===== src/rtl/m_imem_loader.sv =====
// ---------------------------------------------------------------------------
// m_imem_loader
//
// Fills the processor's instruction RAM from a byte stream (typically a UART
// receiver) and holds the processor in reset until an image has loaded and
// its checksum has matched.
//
// Frame layout on the byte stream:
//   count[15:8] count[7:0] | word0 (4 bytes, MSB first) ... wordN-1 |
//   checksum (4 bytes, MSB first) = XOR of all N words (0 when N = 0)
//
// Ports:
//   w_clk       in   system clock, rising edge
//   w_rst       in   synchronous active-high reset
//   w_rx_data   in   received byte
//   w_rx_valid  in   one-cycle strobe qualifying w_rx_data (no backpressure)
//   r_mem_addr  out  RAM word address
//   r_mem_we    out  RAM write enable, one cycle per completed word
//   r_mem_din   out  RAM write data
//   r_proc_rst  out  processor reset, released only after a clean load
//   r_done      out  sticky: frame loaded and checksum matched
//   r_err       out  sticky: frame rejected (oversize count or bad checksum)
//   r_nwords    out  word count of the current or last frame
// ---------------------------------------------------------------------------
module m_imem_loader #(
    parameter int ADDR_W    = 11,
    parameter int MAX_WORDS = 2048,
    parameter int TIMEOUT   = 100000
) (
    input  logic              w_clk,
    input  logic              w_rst,
    input  logic [7:0]        w_rx_data,
    input  logic              w_rx_valid,
    output logic [ADDR_W-1:0] r_mem_addr,
    output logic              r_mem_we,
    output logic [31:0]       r_mem_din,
    output logic              r_proc_rst,
    output logic              r_done,
    output logic              r_err,
    output logic [15:0]       r_nwords
);

    localparam int                IDLE_W     = $clog2(TIMEOUT + 1);
    localparam logic [IDLE_W-1:0] IDLE_LIMIT = IDLE_W'(TIMEOUT);
    localparam logic [IDLE_W-1:0] IDLE_ONE   = IDLE_W'(1);
    localparam logic [15:0]       MAX_COUNT  = 16'(MAX_WORDS);

    typedef enum logic [2:0] {
        S_CNT_HI,
        S_CNT_LO,
        S_DATA,
        S_SUM,
        S_DONE,
        S_ERR
    } state_t;

    state_t            r_state;
    state_t            w_state_nxt;
    logic [1:0]        r_byte_idx;
    logic [1:0]        w_byte_idx_nxt;
    logic [15:0]       r_word_idx;
    logic [15:0]       w_word_idx_nxt;
    logic [31:0]       r_xor;
    logic [31:0]       w_xor_nxt;
    logic [23:0]       r_asm;
    logic [23:0]       w_asm_nxt;
    logic [IDLE_W-1:0] r_idle;
    logic [IDLE_W-1:0] w_idle_nxt;

    logic [ADDR_W-1:0] w_mem_addr_nxt;
    logic              w_mem_we_nxt;
    logic [31:0]       w_mem_din_nxt;
    logic              w_proc_rst_nxt;
    logic              w_done_nxt;
    logic              w_err_nxt;
    logic [15:0]       w_nwords_nxt;

    // Only the top three bytes of a word need storing: the fourth byte is
    // taken straight from the input on the cycle the word completes.
    logic [31:0] w_word;
    logic [15:0] w_count;
    logic        w_idle_run;
    logic        w_timeout;

    assign w_word     = {r_asm, w_rx_data};
    assign w_count    = {r_nwords[15:8], w_rx_data};
    assign w_idle_run = (r_state == S_CNT_LO) || (r_state == S_DATA) ||
                        (r_state == S_SUM);
    // The timeout takes priority over a byte arriving in the same cycle,
    // so that byte is dropped along with the partial frame.
    assign w_timeout  = w_idle_run && (r_idle == IDLE_LIMIT);

    // Next-state and next-output logic. Every register holds by default;
    // the write strobe defaults low so it can only pulse for one cycle.
    always_comb begin
        w_state_nxt    = r_state;
        w_byte_idx_nxt = r_byte_idx;
        w_word_idx_nxt = r_word_idx;
        w_xor_nxt      = r_xor;
        w_asm_nxt      = r_asm;
        w_idle_nxt     = r_idle;
        w_mem_addr_nxt = r_mem_addr;
        w_mem_we_nxt   = 1'b0;
        w_mem_din_nxt  = r_mem_din;
        w_proc_rst_nxt = r_proc_rst;
        w_done_nxt     = r_done;
        w_err_nxt      = r_err;
        w_nwords_nxt   = r_nwords;

        if (w_timeout) begin
            // Abandon the partial frame; RAM contents and r_nwords are kept
            // and the next frame simply overwrites them.
            w_state_nxt    = S_CNT_HI;
            w_byte_idx_nxt = 2'd0;
            w_word_idx_nxt = 16'd0;
            w_xor_nxt      = 32'd0;
            w_asm_nxt      = 24'd0;
            w_idle_nxt     = '0;
        end else begin
            case (r_state)
                S_CNT_HI: begin
                    w_idle_nxt = '0;
                    if (w_rx_valid) begin
                        w_nwords_nxt = {w_rx_data, r_nwords[7:0]};
                        w_state_nxt  = S_CNT_LO;
                    end
                end

                S_CNT_LO: begin
                    if (w_rx_valid) begin
                        w_idle_nxt   = '0;
                        w_nwords_nxt = w_count;
                        if (w_count > MAX_COUNT) begin
                            w_state_nxt = S_ERR;
                            w_err_nxt   = 1'b1;
                        end else if (w_count == 16'd0) begin
                            w_state_nxt = S_SUM;
                        end else begin
                            w_state_nxt = S_DATA;
                        end
                    end else begin
                        w_idle_nxt = r_idle + IDLE_ONE;
                    end
                end

                S_DATA: begin
                    if (w_rx_valid) begin
                        w_idle_nxt     = '0;
                        w_asm_nxt      = w_word[23:0];
                        w_byte_idx_nxt = r_byte_idx + 2'd1;
                        if (r_byte_idx == 2'd3) begin
                            w_mem_we_nxt   = 1'b1;
                            w_mem_addr_nxt = r_word_idx[ADDR_W-1:0];
                            w_mem_din_nxt  = w_word;
                            w_xor_nxt      = r_xor ^ w_word;
                            w_word_idx_nxt = r_word_idx + 16'd1;
                            if (r_word_idx == r_nwords - 16'd1) begin
                                w_state_nxt = S_SUM;
                            end
                        end
                    end else begin
                        w_idle_nxt = r_idle + IDLE_ONE;
                    end
                end

                S_SUM: begin
                    if (w_rx_valid) begin
                        w_idle_nxt     = '0;
                        w_asm_nxt      = w_word[23:0];
                        w_byte_idx_nxt = r_byte_idx + 2'd1;
                        if (r_byte_idx == 2'd3) begin
                            if (w_word == r_xor) begin
                                w_state_nxt    = S_DONE;
                                w_done_nxt     = 1'b1;
                                w_proc_rst_nxt = 1'b0;
                            end else begin
                                w_state_nxt = S_ERR;
                                w_err_nxt   = 1'b1;
                            end
                        end
                    end else begin
                        w_idle_nxt = r_idle + IDLE_ONE;
                    end
                end

                // Terminal states: everything holds until reset.
                S_DONE: begin
                    w_idle_nxt = '0;
                end

                S_ERR: begin
                    w_idle_nxt = '0;
                end

                default: begin
                    w_state_nxt = S_CNT_HI;
                end
            endcase
        end
    end

    // State and output registers. Reset wins over everything, including a
    // write strobe that would otherwise have been issued this cycle.
    always_ff @(posedge w_clk) begin
        if (w_rst) begin
            r_state    <= S_CNT_HI;
            r_byte_idx <= 2'd0;
            r_word_idx <= 16'd0;
            r_xor      <= 32'd0;
            r_asm      <= 24'd0;
            r_idle     <= '0;
            r_mem_addr <= '0;
            r_mem_we   <= 1'b0;
            r_mem_din  <= 32'd0;
            r_proc_rst <= 1'b1;
            r_done     <= 1'b0;
            r_err      <= 1'b0;
            r_nwords   <= 16'd0;
        end else begin
            r_state    <= w_state_nxt;
            r_byte_idx <= w_byte_idx_nxt;
            r_word_idx <= w_word_idx_nxt;
            r_xor      <= w_xor_nxt;
            r_asm      <= w_asm_nxt;
            r_idle     <= w_idle_nxt;
            r_mem_addr <= w_mem_addr_nxt;
            r_mem_we   <= w_mem_we_nxt;
            r_mem_din  <= w_mem_din_nxt;
            r_proc_rst <= w_proc_rst_nxt;
            r_done     <= w_done_nxt;
            r_err      <= w_err_nxt;
            r_nwords   <= w_nwords_nxt;
        end
    end

endmodule


===== config.mk =====
export PLATFORM = sky130hd
export DESIGN_NAME = m_imem_loader
export DESIGN_NICKNAME = d
export VERILOG_FILES = /design/src/rtl/m_imem_loader.sv
export SDC_FILE = /design/constraint.sdc
export NUM_CORES = 1
export LEC_CHECK = 0
export CORE_ASPECT_RATIO = 1.5
export CORE_UTILIZATION = 35
export DETAILED_ROUTE_END_ITERATION = 16
export SLEW_MARGIN = 25
export SYNTH_ARGS = -nofsm -noshare
export SYNTH_HDL_FRONTEND = slang
export SYNTH_SLANG_ARGS = --single-unit

===== constraint.sdc =====
create_clock -name w_clk -period 2.2 [get_ports w_clk]
set_input_delay 0.44 -clock w_clk [delete_from_list [all_inputs] [get_ports w_clk]]
set_output_delay 0.44 -clock w_clk [all_outputs]
set_load 0.01 [all_outputs]

==> implementation parameters, run 1 <==
Parameter                              Value

Outcome
  Status ... finished, violations left
  Failing checks ... negative setup slack

Synthesis
  Adder-cell share of the synthesized area ... 0.00892
  Avg Inst Size Synth ... 7.94 µm²
  Share of the yosys chip area belonging to registers ... 0.448
  Unique masters post-synth ... 51
  Post-synthesis net count ... approximately 900
  Synthesis warning total ... 0
  Compound-cell area share of the yosys netlist ... 0.110
  Fraction of synthesized area in multiplexers ... 0.0187
  Area share of xor/xnor cells in the synthesized design ... 0.121
  Simple-Gate Fraction of Synth Area ... 0.258
  Primary flip-flop cell chosen by synthesis mapping ... sky130_fd_sc_hd__dfxtp_1
  Flops & latches, synth ... 157
  Cell area after technology mapping ... 7010 µm²
  Number of enable-type register cells in the synthesized netlist ... 0
  Post-Synthesis Cells ... slightly below 900
  Proportion of synthesized flip-flops having asynchronous set or reset ... 0
  Dominant cells by area after synthesis ... sky130_fd_sc_hd__dfxtp_1 (45%), sky130_fd_sc_hd__nand2_1 (12%), sky130_fd_sc_hd__xor2_1 (10%)
  Share of the synthesized area in the top cell type ... 0.448
  Cell type with the largest total area after synthesis ... sky130_fd_sc_hd__dfxtp_1
  Combinational family with the most area after synthesis ... simple AND/OR/NAND/NOR gates

CTS
  CTS Buffer Depth ... 2
  TritonCTS clock tree ... yes
  Clk_lat worst skew ... 430 ps
  Clk pin slew, worst setup/hold paths ... ~70 ps
  Total clock buffers created by CTS ... 17
  Depth of the CTS H-tree ... 4
  Hold buffer count at CTS ... 0
  Total clock sinks ... 157
  Cell at the root of the clock tree ... sky130_fd_sc_hd__clkbuf_16

Setup path
  Arrival time at the worst endpoint ... roughly 2600 ps
  Critical path peak fanout ... 3
  Critical register-to-register path endpoint ... r_state[0]$_SDFFE_PP0P_
  Worst setup EP type ... flop
  Reg-to-reg critical path startpoint ... r_nwords[2]$_SDFFE_PP0P_
  Launch point of the critical path ... r_nwords[2]$_SDFFE_PP0P_
  Required time of the critical path ... 2520 ps
  Critical Path End ... r_state[0]$_SDFFE_PP0P_
  Register-to-register setup slack ... -70 ps
  Nature of the critical path startpoint ... flop
  Path depth of the worst reg2reg path ... 7
  Critical path type ... flop to flop

Timing
  Setup Total Neg Slack ... -69.0 ps
  Final count of pins violating max slew ... 0
  Setup slack after layout ... -69.0 ps
  Minimum clock period ... 2270 ps
  Layout Skew ... 8.92 ps
  Final setup violation count ... 1
  Final-report hold violation count ... 0
  Worst Tran Pin Value ... 678 ps
  Highest Clock Rate ... 0.441 GHz
  Share of the clock period used by the worst path after layout ... 1.03
  Worst-case headroom to the max-slew limit ... 0.548
  Min Hold Slack ... 451 ps
  Setup repair after global routing missed its margin ... true

Layout
  Final instance area ... 9390 µm²
  Antenna Cells ... 0
  Nets ... 1034
  Fillcell total ... 1971
  Layout cell share with drive strength beyond 1 ... 0.147
  Layout Area Growth over Synthesis ... 33.9%

Route
  Avg Vias per Cell ... 4.86
  Routed wire length on met3 ... 439 µm
  Final wirelength ... 18900 µm
  Post-detailed-route wirelength per cell ... 14.6 µm
  Highest routed metal layer ... met4
  Number of DRC violations after detailed routing ... 0
  Remaining number of nets flagged by the antenna check after routing ... 0
  Total vias in the final route ... 6277
  Initial DRC count ... 349
  Detailed-router iteration count before antenna repair ... 4
  Routed wire length on met2 ... 9600 µm
  Metal-1 WL ... 8490 µm

Power and ir drop
  Reported leakage power ... roughly 3.6 nW
  Areal power density over the cells ... 696 nW/µm²
  Design Power ... 6.53 mW
  Peak ir drop on the vdd network ... between 0.0004 and 0.0005 V

Floorplan
  Die Span Y ... 175 µm
  Row count ... 63
  Die outline width ... about 120 µm
  Die area ... 20600 µm²
  CORE AREA ... 19700 µm²
  Num ports ... 74
  Initial standard-cell utilization of the core ... 0.356

Global routing
  Wire length of the first global-routing pass ... roughly 31000 µm
  Number of global-route vias before repair ... between 6000 and 7000
  Overflow after GRT ... 0
  Global-route usage over all layers ... 0.192
  Number of antenna violations at the first check in global routing ... 0
  Maximum number of pins on one net before global-route repair ... 63

Placement
  Routability congestion estimate from global placement ... roughly 0.84
  Placed Area ... 8690 µm²
  Worst-case setup slack after placement ... -503 ps
  Half-perimeter wire length after placement ... 13200 µm
  Count of buffers inserted at the top-level ports ... 73

Flow run
  Max-Cap Viols ... 0

Hold path
  Worst hold-check path type ... flop to flop
-- how the worst min path moves through the flow --
stage / from / slack, ps / endpoint / cells past startpoint
floorplan: r_byte_idx[1]$_SDFFE_PP0P_ / 440 / r_byte_idx[1]$_SDFFE_PP0P_ / 2
global placement: r_mem_din[9]$_SDFFE_PP0P_ / 440 / r_mem_din[9]$_SDFFE_PP0P_ / 2
detailed placement: r_mem_din[29]$_SDFFE_PP0P_ / 450 / r_mem_din[29]$_SDFFE_PP0P_ / 2
CTS: r_mem_din[13]$_SDFFE_PP0P_ / 460 / r_mem_din[13]$_SDFFE_PP0P_ / 2
global route: r_mem_addr[9]$_SDFFE_PP0P_ / 470 / r_mem_addr[9]$_SDFFE_PP0P_ / 2
finish: r_mem_din[19]$_SDFFE_PP0P_ / 450 / r_mem_din[19]$_SDFFE_PP0P_ / 2
-- layer usage --
metal | global-route usage | vias to the layer above
met3 | 0.0328 | 21
met1 | 0.230 | 2959
met5 | 0 | -
li1 | - | 3207
met2 | 0.336 | 90
met4 | 0.0828 | 0
-- registers in the layout, summed over array words and instances, names as in the netlist --
register,cells
r_proc_rst,1
r_done,1
r_nwords,16
r_err,1
r_asm,24
r_word_idx,16
r_mem_we,1
r_mem_din,32
r_xor,32
r_mem_addr,11
r_idle,17
r_byte_idx,2
r_state,3
-- what timing repair did --
| action | CTS | global route |
|---|---|---|
| setup endpoints to repair | 32 | 51 |
| buffers inserted | 0 | 2 |
| cloned | 0 | 1 |
| pin swaps | 3 | 8 |
| resized for setup | 4 | 18 |
-- report_power, final --
group / switching [mW] / internal [mW] / total [mW]
registers: 0.0341 / 2.88 / 2.91
logic: 0.399 / 0.371 / 0.770
clock network: 1.28 / 1.57 / 2.85
total: 1.71 / 4.82 / 6.53
-- logic make-up after synthesis --
logic type      after synthesis
xor+xnor                     97
flops                       157
mux                          13
compound gates              139
fa+ha+maj                     5
simple gates                412
buf+inv                      60
-- cell type report --
type	instances	area [µm²]	share of cell area
inverters	12	47.5	0.00507
clock buffers	17	425	0.0453
clock inverters	15	140	0.0149
well taps	260	325	0.0347
multi-input cells	666	3710	0.395
repair buffers	164	1590	0.170
flip-flops and latches	157	3150	0.336
-- layout by cell type (no fill, tap or decap), types with 14 or more instances in the layout --
master	instances
sky130_fd_sc_hd__a21oi_1	96
sky130_fd_sc_hd__buf_4	75
sky130_fd_sc_hd__clkbuf_16	18
sky130_fd_sc_hd__clkdlybuf4s50_1	72
sky130_fd_sc_hd__dfxtp_1	154
sky130_fd_sc_hd__nand2_1	218
sky130_fd_sc_hd__nor2_1	89
sky130_fd_sc_hd__nor3_1	17
sky130_fd_sc_hd__nor4_1	15
sky130_fd_sc_hd__o21ai_0	14
sky130_fd_sc_hd__xnor2_1	17
sky130_fd_sc_hd__xor2_1	80
-- worst max-delay path: stages (launching register included) --
cell and delay (ps):
sky130_fd_sc_hd__dfxtp_1 310, sky130_fd_sc_hd__or4_4 550, sky130_fd_sc_hd__or4_4 530, sky130_fd_sc_hd__mux2i_1 140, sky130_fd_sc_hd__mux2_4 260, sky130_fd_sc_hd__a21o_1 170, sky130_fd_sc_hd__o2111ai_2 90, sky130_fd_sc_hd__a31oi_1 110
-- synthesized netlist by cell type, drive strengths merged, types with 2 or more instances --
master and count:
nor3 18, nor2b 8, nor4 18, inv 12, o211ai 3, or4 6, nand3b 2, and3 5
a22oi 3, nand3 9, buf 15, clkbuf 33, or3 11, nor2 90, a21o 4, o22ai 2
a21oi 96, nor3b 2, or2 2, nand4 11, ha 5, a31oi 4, dfxtp 157, a311oi 3
a211o 2, o21ai 14, mux2i 12, xnor2 17, nand2 220, nand2b 2, and2 4, xor2 80
-- metrics by stage --
| stage | cells | utilization |
|---|---|---|
| 3_5_place_dp | 1256 | 0.441 |
| 6_report | 1291 | 0.476 |
| 4_1_cts | 1288 | 0.471 |
| 3_3_place_gp | 1256 | 0.441 |
| 2_1_floorplan | 883 | - |
| 5_1_grt | 1291 | 0.476 |
Note: power is estimated with default switching activity, not from simulation.
==> inputs of run 2 (changes only) <==
--- a/config.mk
+++ b/config.mk
@@ -6,8 +6,10 @@
 export NUM_CORES = 1
 export LEC_CHECK = 0
 export CORE_ASPECT_RATIO = 1.5
+export CORE_MARGIN = 1.5
 export CORE_UTILIZATION = 35
 export DETAILED_ROUTE_END_ITERATION = 16
+export REMOVE_ABC_BUFFERS = 1
 export SLEW_MARGIN = 25
 export SYNTH_ARGS = -nofsm -noshare
 export SYNTH_HDL_FRONTEND = slang
==> implementation parameters, run 2 (same netlist as run 1, synthesis figures left out) <==
Parameter                              Value

Setup path
  Worst setup EP type ... flop (unchanged)
  Launch point of the critical path ... r_nwords[4]$_SDFFE_PP0P_ (was r_nwords[2]$_SDFFE_PP0P_)
  Nature of the critical path startpoint ... flop (unchanged)
  Critical path peak fanout ... 3 (unchanged)
  Critical path type ... flop to flop (unchanged)
  Reg-to-reg critical path startpoint ... r_nwords[4]$_SDFFE_PP0P_ (was r_nwords[2]$_SDFFE_PP0P_)
  Required time of the critical path ... 2510 ps (was 2520 ps)
  Arrival time at the worst endpoint ... 2590 ps (about the same)

Placement
  Half-perimeter wire length after placement ... 13000 µm (was 13200 µm)
  Count of buffers inserted at the top-level ports ... 73 (unchanged)
  Routability congestion estimate from global placement ... 0.800 (was 0.841)

Global routing
  Global-route usage over all layers ... 0.183 (was 0.192)
  Number of global-route vias before repair ... 6073 (was 6036)
  Number of antenna violations at the first check in global routing ... 0 (unchanged)
  Overflow after GRT ... 0 (unchanged)
  Wire length of the first global-routing pass ... 30500 µm (was 31300 µm)
  Maximum number of pins on one net before global-route repair ... 63 (unchanged)

Floorplan
  Row count ... 63 (unchanged)
  Die Span Y ... 176 µm (was 175 µm)
  CORE AREA ... 19700 µm² (unchanged)
  Num ports ... 74 (unchanged)
  Initial standard-cell utilization of the core ... 0.356 (unchanged)
  Die area ... 20900 µm² (was 20600 µm²)
  Die outline width ... 119 µm (was 118 µm)

Power and ir drop
  Design Power ... 6.46 mW (was 6.53 mW)
  Peak ir drop on the vdd network ... 0.000515 V (was 0.000434 V)
  Reported leakage power ... 3.55 nW (was 3.60 nW)
  Areal power density over the cells ... 700 nW/µm² (was 696 nW/µm²)

CTS
  Depth of the CTS H-tree ... 4 (unchanged)
  Total clock buffers created by CTS ... 17 (unchanged)
  Cell at the root of the clock tree ... sky130_fd_sc_hd__clkbuf_16 (unchanged)
  Hold buffer count at CTS ... 0 (unchanged)
  Total clock sinks ... 157 (unchanged)
  Clk pin slew, worst setup/hold paths ... 70 ps (about the same)
  CTS Buffer Depth ... 2 (unchanged)
  Clk_lat worst skew ... 430 ps (about the same)
  TritonCTS clock tree ... yes (unchanged)

Route
  Number of DRC violations after detailed routing ... 0 (unchanged)
  Total vias in the final route ... 6267 (was 6277)
  Post-detailed-route wirelength per cell ... 14.4 µm (was 14.6 µm)
  Detailed-router iteration count before antenna repair ... 4 (unchanged)
  Final wirelength ... 18500 µm (was 18900 µm)
  Initial DRC count ... 269 (was 349)
  Remaining number of nets flagged by the antenna check after routing ... 0 (unchanged)
  Avg Vias per Cell ... 4.90 (was 4.86)

Timing
  Highest Clock Rate ... 0.440 GHz (was 0.441 GHz)
  Setup slack after layout ... -75.0 ps (was -69.0 ps)
  Final setup violation count ... 1 (unchanged)
  Worst-case headroom to the max-slew limit ... 0.557 (was 0.548)
  Final-report hold violation count ... 0 (unchanged)
  Minimum clock period ... 2270 ps (about the same)
  Final count of pins violating max slew ... 0 (unchanged)
  Min Hold Slack ... 452 ps (was 451 ps)
  Share of the clock period used by the worst path after layout ... 1.03 (about the same)
  Setup repair after global routing missed its margin ... true (unchanged)
  Setup Total Neg Slack ... -75.0 ps (was -69.0 ps)
  Worst Tran Pin Value ... 665 ps (was 678 ps)
  Layout Skew ... 8.39 ps (was 8.92 ps)

Hold path
  Worst min-delay path startpoint ... r_mem_addr[10]$_SDFFE_PP0P_ (was r_mem_din[19]$_SDFFE_PP0P_)
  Worst hold-check path type ... flop to flop (unchanged)

Layout
  Largest regs ... r_mem_din (32), r_xor (32), r_asm (24) (unchanged)
  Commonest cells after routing, fill and taps aside ... sky130_fd_sc_hd__nand2_1 (219), sky130_fd_sc_hd__dfxtp_1 (155), sky130_fd_sc_hd__a21oi_1 (96) (was sky130_fd_sc_hd__nand2_1 (218), sky130_fd_sc_hd__dfxtp_1 (154), sky130_fd_sc_hd__a21oi_1 (96))
  Commonest non-fill, non-tap cell in the layout ... sky130_fd_sc_hd__nand2_1 (unchanged)
  Nets ... 1023 (was 1034)
  Antenna Cells ... 0 (unchanged)
  Layout Area Growth over Synthesis ... 31.6% (was 33.9%)
  Layout cell share with drive strength beyond 1 ... 0.139 (was 0.147)

Outcome
  Failing checks ... negative setup slack (unchanged)
  Status ... finished, violations left (unchanged)

Flow run
  Max-Cap Viols ... 0 (unchanged)
==> run 2: changes by cell type in the layout (fill, tap and decap cells not counted), sizes merged, moves of 2 or more <==
cell	previous run	this run
buf	91	80
clkdlybuf4s50	72	67
clkinv	7	4
dlygate4sd2	0	3
dlymetal6s2s	0	2
inv	16	21
==> run 2: area by class of cell <==
type | count | area (µm²)
sequential | 157 | 3150
tap | 260 | 325
inverter | 12 | 45.0
multi-input combinational | 666 | 3720
clock buffer | 17 | 425
timing repair buffer | 153 | 1430
clock inverter | 15 | 130
fill | 1979 | 10500
==> run 2: routing by layer <==
metal / part of all wire / GRT usage / vias to the layer above
met4: 0.022 / 0.0758 / 0
met5: 0 / 0 / -
met3: 0.025 / 0.0271 / 27
li1: - / - / 3192
met1: 0.42 / 0.206 / 2960
met2: 0.54 / 0.341 / 88
==> run 2: final timing paths <==
path / end / slack [ps] / cells past startpoint
max: r_state[0]$_SDFFE_PP0P_ / -70 / 7
min reg2reg: r_mem_addr[10]$_SDFFE_PP0P_ / 450 / 2
max reg2reg: r_state[0]$_SDFFE_PP0P_ / -70 / 7
min: r_mem_addr[10]$_SDFFE_PP0P_ / 450 / 2
==> run 2: what timing repair did <==
| action | 4_1_cts | 5_1_grt |
|---|---|---|
| endpoints found under the setup margin | 146 | 58 |
| hold endpoints to repair | 0 | 0 |
| buffers inserted | 0 | 2 |
| pin swaps | 9 | 12 |
| resized for setup | 20 | 9 |
| gates cloned | 0 | 1 |
==> run 2: worst max-delay path, cell delays in order, from the launching register on <==
cell and delay [ps]:
sky130_fd_sc_hd__dfxtp_1 310, sky130_fd_sc_hd__or4_4 550, sky130_fd_sc_hd__or4_4 520, sky130_fd_sc_hd__mux2i_1 140, sky130_fd_sc_hd__mux2_4 270, sky130_fd_sc_hd__a21o_1 170, sky130_fd_sc_hd__o2111ai_2 90, sky130_fd_sc_hd__a31oi_1 100
==> run 2: power breakdown <==
group / switching, mW / total [mW] / internal (mW)
sequential: 0.0283 / 2.91 / 2.88
clock: 1.31 / 2.80 / 1.49
combinational: 0.405 / 0.753 / 0.349
==> run 2: through the flow <==
stage / worst slack, ps / util / instance area [µm²] / cells
final: -75.0 / 0.468 / 9230 / 1280
after global placement: -782 / 0.433 / 8540 / 1245
after floorplan: -1630 / - / 6810 / 835
after CTS: -84.4 / 0.464 / 9150 / 1277
after detailed placement: -763 / 0.433 / 8540 / 1245
after global routing: -163 / 0.468 / 9230 / 1280
==> inputs of run 3 (changes only) <==
--- a/config.mk
+++ b/config.mk
@@ -5,7 +5,7 @@
 export SDC_FILE = /design/constraint.sdc
 export NUM_CORES = 1
 export LEC_CHECK = 0
-export CORE_ASPECT_RATIO = 1.5
+export CORE_ASPECT_RATIO = 1.25
 export CORE_MARGIN = 1.5
 export CORE_UTILIZATION = 35
 export DETAILED_ROUTE_END_ITERATION = 16
==> implementation parameters, run 3 (same netlist as run 1, synthesis figures left out) <==
Parameter                              Value

Power and ir drop
  Fraction of power consumed by combinational cells ... 0.118 (was 0.117)
  Sequential power share ... 0.433 (was 0.450)
  Switching power ... 1.62 mW (was 1.74 mW)
  Clock group share of total power ... 0.449 (was 0.433)
  Internal power summed over all cells ... 5.10 mW (was 4.71 mW)
  Design Power ... 6.72 mW (was 6.46 mW)
  Areal power density over the cells ... 699 nW/µm² (was 700 nW/µm²)
  Switching fraction of total power ... 0.241 (was 0.270)
  Peak ir drop on the vdd network ... 0.000499 V (was 0.000515 V)
  Reported leakage power ... 3.68 nW (was 3.55 nW)

Timing
  Final-report hold violation count ... 0 (unchanged)
  Final count of pins violating max slew ... 0 (unchanged)
  Layout Skew ... 10.7 ps (was 8.39 ps)
  Minimum clock period ... 2330 ps (was 2270 ps)
  Highest Clock Rate ... 0.430 GHz (was 0.440 GHz)
  Setup repair after global routing missed its margin ... true (unchanged)
  Min Hold Slack ... 448 ps (was 452 ps)
  Setup slack after layout ... -127 ps (was -75.0 ps)
  Final setup violation count ... 1 (unchanged)
  Worst-case headroom to the max-slew limit ... 0.515 (was 0.557)
  Worst Tran Pin Value ... 727 ps (was 665 ps)
  Share of the clock period used by the worst path after layout ... 1.06 (was 1.03)

Route
  Initial DRC count ... 380 (was 269)
  Final wirelength ... 20000 µm (was 18500 µm)
  Metal-1 WL ... 9010 µm (was 7670 µm)
  Detailed-router iteration count before antenna repair ... 5 (was 4)
  Total vias in the final route ... 6305 (was 6267)
  Highest routed metal layer ... met4 (unchanged)
  Avg Vias per Cell ... 4.88 (was 4.90)
  Routed wire length on met3 ... 563 µm (was 458 µm)
  Post-detailed-route wirelength per cell ... 15.5 µm (was 14.4 µm)
  Remaining number of nets flagged by the antenna check after routing ... 0 (unchanged)
  Routed wire length on met2 ... 10100 µm (was 9930 µm)
  Number of DRC violations after detailed routing ... 0 (unchanged)

Layout
  Nets ... 1031 (was 1023)
  Commonest non-fill, non-tap cell in the layout ... sky130_fd_sc_hd__nand2_1 (unchanged)
  Layout Area Growth over Synthesis ... 37.1% (was 31.6%)
  Layout cell share with drive strength beyond 1 ... 0.159 (was 0.139)
  Finished Core Util ... 0.492 (was 0.468)
  Largest regs ... r_mem_din (32), r_xor (32), r_asm (24) (unchanged)
  Antenna Cells ... 0 (unchanged)
  Final Non-Filler Cells ... 1293 (was 1280)
  Commonest cells after routing, fill and taps aside ... sky130_fd_sc_hd__nand2_1 (215), sky130_fd_sc_hd__dfxtp_1 (155), sky130_fd_sc_hd__a21oi_1 (90) (was sky130_fd_sc_hd__nand2_1 (219), sky130_fd_sc_hd__dfxtp_1 (155), sky130_fd_sc_hd__a21oi_1 (96))

Floorplan
  Initial standard-cell utilization of the core ... 0.359 (was 0.356)
  Row count ... 57 (was 63)
  Die outline width ... 130 µm (was 119 µm)
  Die Span Y ... 161 µm (was 176 µm)
  Num ports ... 74 (unchanged)
  Die area ... 20900 µm² (about the same)
  CORE AREA ... 19500 µm² (was 19700 µm²)

Setup path
  Arrival time at the worst endpoint ... 2680 ps (was 2590 ps)
  Critical path peak fanout ... 2 (was 3)
  Required time of the critical path ... 2550 ps (was 2510 ps)
  Critical path type ... primary input to flop (was flop to flop)
  Nature of the critical path startpoint ... primary input (was flop)
  Worst setup EP type ... flop (unchanged)

Flow run
  Max-Cap Viols ... 0 (unchanged)

CTS
  Clk pin slew, worst setup/hold paths ... 60 ps (was 70 ps)
  Total clock buffers created by CTS ... 17 (unchanged)
  TritonCTS clock tree ... yes (unchanged)
  Total clock sinks ... 157 (unchanged)
  Clk_lat worst skew ... 430 ps (about the same)
  Cell at the root of the clock tree ... sky130_fd_sc_hd__clkbuf_16 (unchanged)
  Depth of the CTS H-tree ... 4 (unchanged)
  CTS Buffer Depth ... 2 (unchanged)

Outcome
  Status ... finished, violations left (unchanged)
  Failing checks ... negative setup slack (unchanged)

Global routing
  Wire length of the first global-routing pass ... 30400 µm (was 30500 µm)
  Number of global-route vias before repair ... 5869 (was 6073)
  Maximum number of pins on one net before global-route repair ... 63 (unchanged)
  Global-route usage over all layers ... 0.186 (was 0.183)
  Number of antenna violations at the first check in global routing ... 0 (unchanged)
  Overflow after GRT ... 0 (unchanged)

Placement
  Half-perimeter wire length after placement ... 12600 µm (was 13000 µm)
  Cell count after placement ... 1247 (was 1245)
  Worst-case setup slack after placement ... -748 ps (was -763 ps)
  Count of buffers inserted at the top-level ports ... 73 (unchanged)
  Routability congestion estimate from global placement ... 0.808 (was 0.800)

Hold path
  Worst hold-check path type ... flop to flop (unchanged)
==> run 3: layer usage <==
metal,GRT usage,up-vias
li1,-,3198
met1,0.230,2990
met2,0.321,94
met3,0.0368,23
met4,0.0616,0
met5,0,-
==> run 3: path summary, 6_finish.rpt <==
kind                            startpoint                      end  slack (ps)  depth (start not counted)
hold reg to reg        r_done$_SDFFE_PP0P_      r_done$_SDFFE_PP0P_         450                          2
hold / removal         r_done$_SDFFE_PP0P_      r_done$_SDFFE_PP0P_         450                          2
setup / recovery              w_rx_data[2]  r_state[0]$_SDFFE_PP0P_        -130                          7
setup reg to reg  r_nwords[2]$_SDFFE_PP0P_  r_state[0]$_SDFFE_PP0P_        -120                          7
==> run 3: critical path, stage by stage <==
cell                              delay [ps]
sky130_fd_sc_hd__clkdlybuf4s50_1         450
sky130_fd_sc_hd__or4_4                   550
sky130_fd_sc_hd__or3_4                   410
sky130_fd_sc_hd__xnor2_1                 140
sky130_fd_sc_hd__nor3_1                   60
sky130_fd_sc_hd__or4_1                   500
sky130_fd_sc_hd__a31oi_1                 140
==> run 3: stage by stage <==
stage	setup TNS (ps)	area [µm²]
final	-127	9610
after CTS	-135	9260
after global routing	-211	9610
after floorplan	-163670	6810
after detailed placement	-30930	8510
after global placement	-29110	8510
==> run 3: timing repair <==
| item | in CTS | in global routing |
|---|---|---|
| gates resized for setup | 23 | 40 |
| endpoints found under the setup margin | 146 | 125 |
| hold buffers | 0 | 0 |
| setup buffers | 1 | 1 |
| pin swaps | 8 | 16 |
| cloned | 2 | 10 |
==> run 3: area by class of cell <==
class / instances / area (µm²)
fillers: 1941 / 9930
multi-input cells: 667 / 3830
flip-flops and latches: 157 / 3150
repair buffers: 160 / 1660
clock buffers: 22 / 464
well taps: 265 / 332
clock inverters: 10 / 135
inverters: 12 / 45.0
==> run 3: power by group through the flow <==
stage	clock network (mW)	registers [mW]	logic [mW]
2_1_floorplan	0	3.00	0.358
3_3_place_gp	0	2.97	0.724
4_1_cts	3.07	2.91	0.767
3_5_place_dp	0	2.97	0.728
5_1_grt	3.20	2.91	0.861
6_report	3.01	2.91	0.795
